`src/rtl/fifo_word_packer.sv`:
```
// Pops 16-bit words from a synchronous FIFO and packs each pair into one 32-bit word on a
// valid/ready stream; flush emits a held half-word once the FIFO runs dry.
module fifo_word_packer #(
  parameter int unsigned DATA_W    = 16,
  parameter bit          LSB_FIRST = 1'b1,
  parameter int unsigned CNT_W     = 16
) (
  input  logic                clk,
  input  logic                reset,
  input  logic                empty,
  input  logic [DATA_W-1:0]   read_data,
  output logic                rd_en0,
  input  logic                flush,
  output logic [2*DATA_W-1:0] out_data,
  output logic                out_valid,
  input  logic                out_ready,
  output logic                out_partial,
  output logic [CNT_W-1:0]    out_count,
  output logic                busy
);

  typedef enum logic [2:0] {
    StLoReq,
    StLoCap,
    StHiReq,
    StHiCap,
    StOut
  } state_e;

  state_e                state_q;
  logic [DATA_W-1:0]     half_q;
  logic [2*DATA_W-1:0]   out_data_q;
  logic                  out_valid_q;
  logic                  out_partial_q;
  logic [CNT_W-1:0]      out_count_q;

  logic [2*DATA_W-1:0]   full_word;
  logic [2*DATA_W-1:0]   part_word;

  // First popped word sits in the low half when LSB_FIRST, else in the high half.
  always_comb begin
    full_word = '0;
    part_word = '0;
    if (LSB_FIRST) begin
      full_word = {read_data, half_q};
      part_word = {{DATA_W{1'b0}}, half_q};
    end else begin
      full_word = {half_q, read_data};
      part_word = {half_q, {DATA_W{1'b0}}};
    end
  end

  // Reset gates the pop strobe so no word is requested while the FIFO is also held in reset.
  assign rd_en0 = reset & ~empty & ((state_q == StLoReq) | (state_q == StHiReq));

  always_ff @(posedge clk or negedge reset) begin
    if (!reset) begin
      state_q       <= StLoReq;
      half_q        <= '0;
      out_data_q    <= '0;
      out_valid_q   <= 1'b0;
      out_partial_q <= 1'b0;
      out_count_q   <= '0;
    end else begin
      unique case (state_q)
        StLoReq: begin
          if (!empty) begin
            state_q <= StLoCap;
          end
        end
        StLoCap: begin
          half_q  <= read_data;
          state_q <= StHiReq;
        end
        StHiReq: begin
          if (!empty) begin
            state_q <= StHiCap;
          end else if (flush) begin
            out_data_q    <= part_word;
            out_valid_q   <= 1'b1;
            out_partial_q <= 1'b1;
            state_q       <= StOut;
          end
        end
        StHiCap: begin
          out_data_q    <= full_word;
          out_valid_q   <= 1'b1;
          out_partial_q <= 1'b0;
          state_q       <= StOut;
        end
        StOut: begin
          if (out_ready) begin
            out_valid_q   <= 1'b0;
            out_partial_q <= 1'b0;
            out_count_q   <= out_count_q + CNT_W'(1);
            state_q       <= StLoReq;
          end
        end
        default: state_q <= StLoReq;
      endcase
    end
  end

  assign out_data    = out_data_q;
  assign out_valid   = out_valid_q;
  assign out_partial = out_partial_q;
  assign out_count   = out_count_q;
  assign busy        = (state_q != StLoReq);

endmodule

```
`config.mk`:
```
export PLATFORM = sky130hd
export DESIGN_NAME = fifo_word_packer
export DESIGN_NICKNAME = d
export VERILOG_FILES = /design/src/rtl/fifo_word_packer.sv
export SDC_FILE = /design/constraint.sdc
export NUM_CORES = 1
export LEC_CHECK = 0
export BUFFER_PORTS_ARGS = -buffer_cell sky130_fd_sc_hd__buf_2
export CAP_MARGIN = 20
export CORE_UTILIZATION = 56
export CTS_CLUSTER_SIZE = 20
export DETAILED_ROUTE_END_ITERATION = 7
export PLACE_DENSITY = 0.92
export SETUP_SLACK_MARGIN = 0.4
export SKIP_CTS_REPAIR_TIMING = 1
export SYNTH_ARGS = -nofsm -noshare
export SYNTH_HDL_FRONTEND = slang
export SYNTH_SLANG_ARGS = --single-unit
```
`constraint.sdc`:
```
create_clock -name clk -period 3.1 [get_ports clk]
set_clock_uncertainty 0.1 [all_clocks]
set_input_delay 0.62 -clock clk [delete_from_list [all_inputs] [get_ports clk]]
set_output_delay 0.62 -clock clk [all_outputs]
set_load 0.05 [all_outputs]
```
==> flow_summary.html <==
<table>
<tr><th>Metric</th><th>Value</th></tr>
<tr><th colspan="2">Run status</th></tr>
<tr><td>Status</td><td>finished clean</td></tr>
<tr><th colspan="2">Layout</th></tr>
<tr><td>FILL cells</td><td>326</td></tr>
<tr><td>Layout cell share with drive strength beyond 1</td><td>0.362</td></tr>
<tr><td>Final core occ</td><td>0.738</td></tr>
<tr><td>Most frequent standard cell in the layout excluding fill and tap cells</td><td>sky130_fd_sc_hd__buf_2</td></tr>
<tr><td>Post-layout net count</td><td>326</td></tr>
<tr><td>Area Growth Syn to Fin</td><td>22.1%</td></tr>
<tr><td>Diodes inserted</td><td>0</td></tr>
<tr><td>Highest-count cells in the layout ignoring fill and taps</td><td>sky130_fd_sc_hd__buf_2, sky130_fd_sc_hd__dfrtp_1, sky130_fd_sc_hd__nand2_1, sky130_fd_sc_hd__mux2_2, sky130_fd_sc_hd__a22o_1</td></tr>
<tr><td>Post-Layout Cell Count</td><td>361</td></tr>
<tr><td>Finished Cell Area</td><td>0.00332 mm2</td></tr>
<tr><th colspan="2">Critical path</th></tr>
<tr><td>Combined buffer and inverter count along the critical path</td><td>1</td></tr>
<tr><td>Max stage delay on crit path</td><td>0.49 ns</td></tr>
<tr><td>CP top delay family</td><td>flip-flops</td></tr>
<tr><td>R2r startpoint</td><td>state_q[2]$_DFFE_PN0P_</td></tr>
<tr><td>Critical path launch point type</td><td>register</td></tr>
<tr><td>Ordered list of cells on the worst path</td><td>nor3_1 &gt; and2_1 &gt; buf_2</td></tr>
<tr><td>Arrival time of the worst setup path</td><td>1.55 ns</td></tr>
<tr><td>Slowest cell on crit path</td><td>sky130_fd_sc_hd__dfrtp_1</td></tr>
<tr><td>Kind of end point of the critical path</td><td>primary output</td></tr>
<tr><td>Largest fanout on the critical path</td><td>11</td></tr>
<tr><td>Req. time, crit path</td><td>2.38 ns</td></tr>
<tr><td>Category of the critical setup timing path</td><td>register to primary output</td></tr>
<tr><td>Number of cell instances on the worst register-to-register path</td><td>4</td></tr>
<tr><td>Reg-to-reg slack, setup</td><td>1.05 ns</td></tr>
<tr><td>Critical R2R Capture</td><td>out_count[15]$_DFFE_PN0P_</td></tr>
<tr><th colspan="2">Clock network</th></tr>
<tr><td>Maximum clock path buffer count</td><td>2</td></tr>
<tr><td>TritonCTS clock tree</td><td>built</td></tr>
<tr><td>Total CTS buffers</td><td>9</td></tr>
<tr><td>Master cell of the clock root buffer</td><td>sky130_fd_sc_hd__clkbuf_8</td></tr>
<tr><td>CTS sink count</td><td>69</td></tr>
<tr><td>Worst skew pair latency</td><td>0.33 ns</td></tr>
<tr><td>Clock-pin slew on the worst setup and hold paths</td><td>0.07 ns</td></tr>
<tr><td>Number of H-tree branching levels</td><td>3</td></tr>
<tr><th colspan="2">Floorplanning</th></tr>
<tr><td>Effective utilization at floorplan</td><td>0.604</td></tr>
<tr><td># rows</td><td>24</td></tr>
<tr><td>Overall die width</td><td>71.7 um</td></tr>
<tr><td>Num ports</td><td>73</td></tr>
<tr><td>Area of the core</td><td>0.00450 mm2</td></tr>
<tr><td>Die boundary height</td><td>71.7 um</td></tr>
<tr><td>Area enclosed by the die boundary</td><td>0.00514 mm2</td></tr>
<tr><th colspan="2">Synth</th></tr>
<tr><td>Top cells by area, synth</td><td>sky130_fd_sc_hd__dfrtp_1, sky130_fd_sc_hd__nand2_1, sky130_fd_sc_hd__mux2_2</td></tr>
<tr><td>Portion of synthesized cell area occupied by the leading cell type</td><td>0.635</td></tr>
<tr><td>Fraction of the yosys area taken by sequential cells</td><td>0.635</td></tr>
<tr><td>Mapped Area</td><td>0.00272 mm2</td></tr>
<tr><td>Library cells used by synthesis</td><td>31</td></tr>
<tr><td>Commonest register cell after synthesis</td><td>sky130_fd_sc_hd__dfrtp_1</td></tr>
<tr><td>Post-Syn Area per Cell</td><td>11.9 um2</td></tr>
<tr><td>Synth Net Count</td><td>250</td></tr>
<tr><td>Biggest area consumer among synthesized cells</td><td>sky130_fd_sc_hd__dfrtp_1</td></tr>
<tr><td>Number of enable-type register cells in the synthesized netlist</td><td>0</td></tr>
<tr><td>Async set-or-reset flop fraction in the synthesized netlist</td><td>1.00</td></tr>
<tr><td>Ys Warns</td><td>0</td></tr>
<tr><td>Total of flip-flops plus latches after synthesis</td><td>69</td></tr>
<tr><td>Count of mapped cells out of synthesis</td><td>228</td></tr>
<tr><th colspan="2">Placement</th></tr>
<tr><td>HPWL Detailed</td><td>3600 um</td></tr>
<tr><td>Post-Place Worst Slack</td><td>0.895 ns</td></tr>
<tr><td>Placed Cells</td><td>344</td></tr>
<tr><td>Placement-stage cell area</td><td>0.00312 mm2</td></tr>
<tr><td>Routability congestion estimate from global placement</td><td>0.854</td></tr>
<tr><td>PortBufs</td><td>72</td></tr>
<tr><th colspan="2">Power and ir drop</th></tr>
<tr><td>Internal power of the cells</td><td>2.13 mW</td></tr>
<tr><td>Total power density per cell area</td><td>1170 mW/mm2</td></tr>
<tr><td>Clk pwr share</td><td>0.181</td></tr>
<tr><td>Total Power Consumption</td><td>3.88 mW</td></tr>
<tr><td>Combinational group share of total power</td><td>0.436</td></tr>
<tr><td>Switching share of power</td><td>0.452</td></tr>
<tr><td>Switching power summed over all nets</td><td>1.76 mW</td></tr>
<tr><td>LEAKAGE</td><td>1.72 nW</td></tr>
<tr><td>Sequential Power Share</td><td>0.382</td></tr>
<tr><td>Maximum vdd ir drop</td><td>0.926 mV</td></tr>
<tr><th colspan="2">Global route</th></tr>
<tr><td>Global-route wire length before repair</td><td>8790 um</td></tr>
<tr><td>Largest net degree at the start of global routing</td><td>70</td></tr>
<tr><td>GRT overflow</td><td>0</td></tr>
<tr><td>Antenna violations before repair</td><td>0</td></tr>
<tr><td>Vias in the first global route</td><td>1954</td></tr>
<tr><td>Overall Global Routing Usage</td><td>0.228</td></tr>
<tr><th colspan="2">Timing</th></tr>
<tr><td>Final Slew Violations</td><td>0</td></tr>
<tr><td>Setup TNS Final</td><td>0 ns</td></tr>
<tr><td>Unrepaired setup endpoints after global routing</td><td>false</td></tr>
<tr><td>Worst hold slack after final layout</td><td>0.370 ns</td></tr>
<tr><td>Setup-violating endpoint count in the final report</td><td>0</td></tr>
<tr><td>Number of hold violations in the final report</td><td>0</td></tr>
<tr><td>Post-route minimum period</td><td>2.27 ns</td></tr>
<tr><td>Maximum frequency from static timing analysis</td><td>441 MHz</td></tr>
<tr><td>Post-route setup slack</td><td>0.832 ns</td></tr>
<tr><td>Tightest slew margin relative to the limit</td><td>0.440</td></tr>
<tr><td>Slew @ Worst Pin</td><td>0.840 ns</td></tr>
<tr><td>Period Utilization, post-route</td><td>0.732</td></tr>
<tr><th colspan="2">Route</th></tr>
<tr><td>Detailed-route wire length per cell</td><td>15.0 um</td></tr>
<tr><td>Sum of routed wire length over all layers</td><td>5400 um</td></tr>
<tr><td>Number of iterations in the first detailed-routing pass</td><td>4</td></tr>
<tr><td>Total DRC errors in the routed layout</td><td>0</td></tr>
<tr><td>Number of design-rule violations left by the first detailed-router iteration</td><td>95</td></tr>
<tr><td>Post-DRT Antenna Nets</td><td>0</td></tr>
<tr><td>Detailed-route vias per instance</td><td>5.49</td></tr>
<tr><td>Total via count after detailed routing</td><td>1983</td></tr>
<tr><th colspan="2">Flow run</th></tr>
<tr><td>Total of max-cap violations</td><td>0</td></tr>
<tr><th colspan="2">Min path</th></tr>
<tr><td>Endpoint, Worst Hold</td><td>out_data[7]$_DFFE_PN0P_</td></tr>
<tr><td>Start point of the worst hold path</td><td>half_q[7]$_DFFE_PN0N_</td></tr>
<tr><td>Path category of the worst min-delay check</td><td>register to register</td></tr>
<tr><td>Number of cells traversed by the worst hold path</td><td>2</td></tr>
</table>
-- power by group through the flow --
stage	clock network, mW	registers [mW]	logic, mW
2_1_floorplan	0	2.22	0.553
3_3_place_gp	0	1.48	1.66
3_5_place_dp	0	1.49	1.70
4_1_cts	0.724	1.48	1.70
5_1_grt	0.753	1.52	1.79
6_report	0.703	1.48	1.69
-- cell usage after synthesis (2+ instances only) --
cell and count:
sky130_fd_sc_hd__xor2_1 3, sky130_fd_sc_hd__and3_1 2, sky130_fd_sc_hd__clkbuf_1 6, sky130_fd_sc_hd__a21oi_1 2
sky130_fd_sc_hd__mux2_2 16, sky130_fd_sc_hd__nor2_1 6, sky130_fd_sc_hd__a22o_1 16, sky130_fd_sc_hd__nand4_1 4
sky130_fd_sc_hd__and2_1 2, sky130_fd_sc_hd__nand2_1 63, sky130_fd_sc_hd__xnor2_1 12, sky130_fd_sc_hd__or3_1 2
sky130_fd_sc_hd__nand3_1 3, sky130_fd_sc_hd__buf_2 4, sky130_fd_sc_hd__inv_1 3, sky130_fd_sc_hd__dfrtp_1 69
-- flip-flops by register name, indices dropped and copies added (netlist names) --
| register | flops |
|---|---|
| out_data | 32 |
| half_q | 16 |
| out_partial | 1 |
| out_valid | 1 |
| out_count | 16 |
| state_q | 3 |
-- cell families (layout without fill, tap and decap cells) --
logic type,after synthesis,in the layout,share of synthesized area
compound gates,21,21,0.0635
xor+xnor,15,15,0.0483
simple gates,93,93,0.163
fa+ha+maj,1,1,0.00460
mux,16,16,0.0662
buf+inv,13,94,0.0198
flops,69,69,0.635
-- worst register-to-register path: cells and delay by family, from the launching register on --
family / cells / cell delay [ns]
xor+xnor: 1 / 0.13
simple gates: 3 / 1.18
flops: 1 / 0.53
-- worst max-delay path by stage --
stage	startpoint	slack, ns	cells after the start	endpoint
2_1_floorplan	out_count[2]$_DFFE_PN0P_	1.09	4	out_count[15]$_DFFE_PN0P_
3_3_place_gp	out_ready	0.93	5	out_count[15]$_DFFE_PN0P_
3_5_place_dp	out_ready	0.90	5	out_count[15]$_DFFE_PN0P_
4_1_cts	state_q[2]$_DFFE_PN0P_	0.80	3	rd_en0
5_1_grt	state_q[2]$_DFFE_PN0P_	0.73	3	rd_en0
6_report	state_q[2]$_DFFE_PN0P_	0.83	3	rd_en0
-- area by class of cell --
class / instances / area (um2) / share of cell area
clock buffer: 12 / 145 / 0.0437
clock inverter: 4 / 47.5 / 0.0143
tap: 52 / 65.1 / 0.0196
timing repair buffer: 75 / 387 / 0.116
inverter: 3 / 11.3 / 0.00339
multi-input combinational: 146 / 940 / 0.283
sequential: 69 / 1730 / 0.520
-- layer usage --
metal	track usage	vias to the layer above	wire (um)
li1	-	914	-
met1	0.297	976	2510
met2	0.362	85	2510
met3	0.0549	8	297
met4	0.111	0	79
met5	0	-	0
No activity file was read; power rests on OpenSTA's default activity.
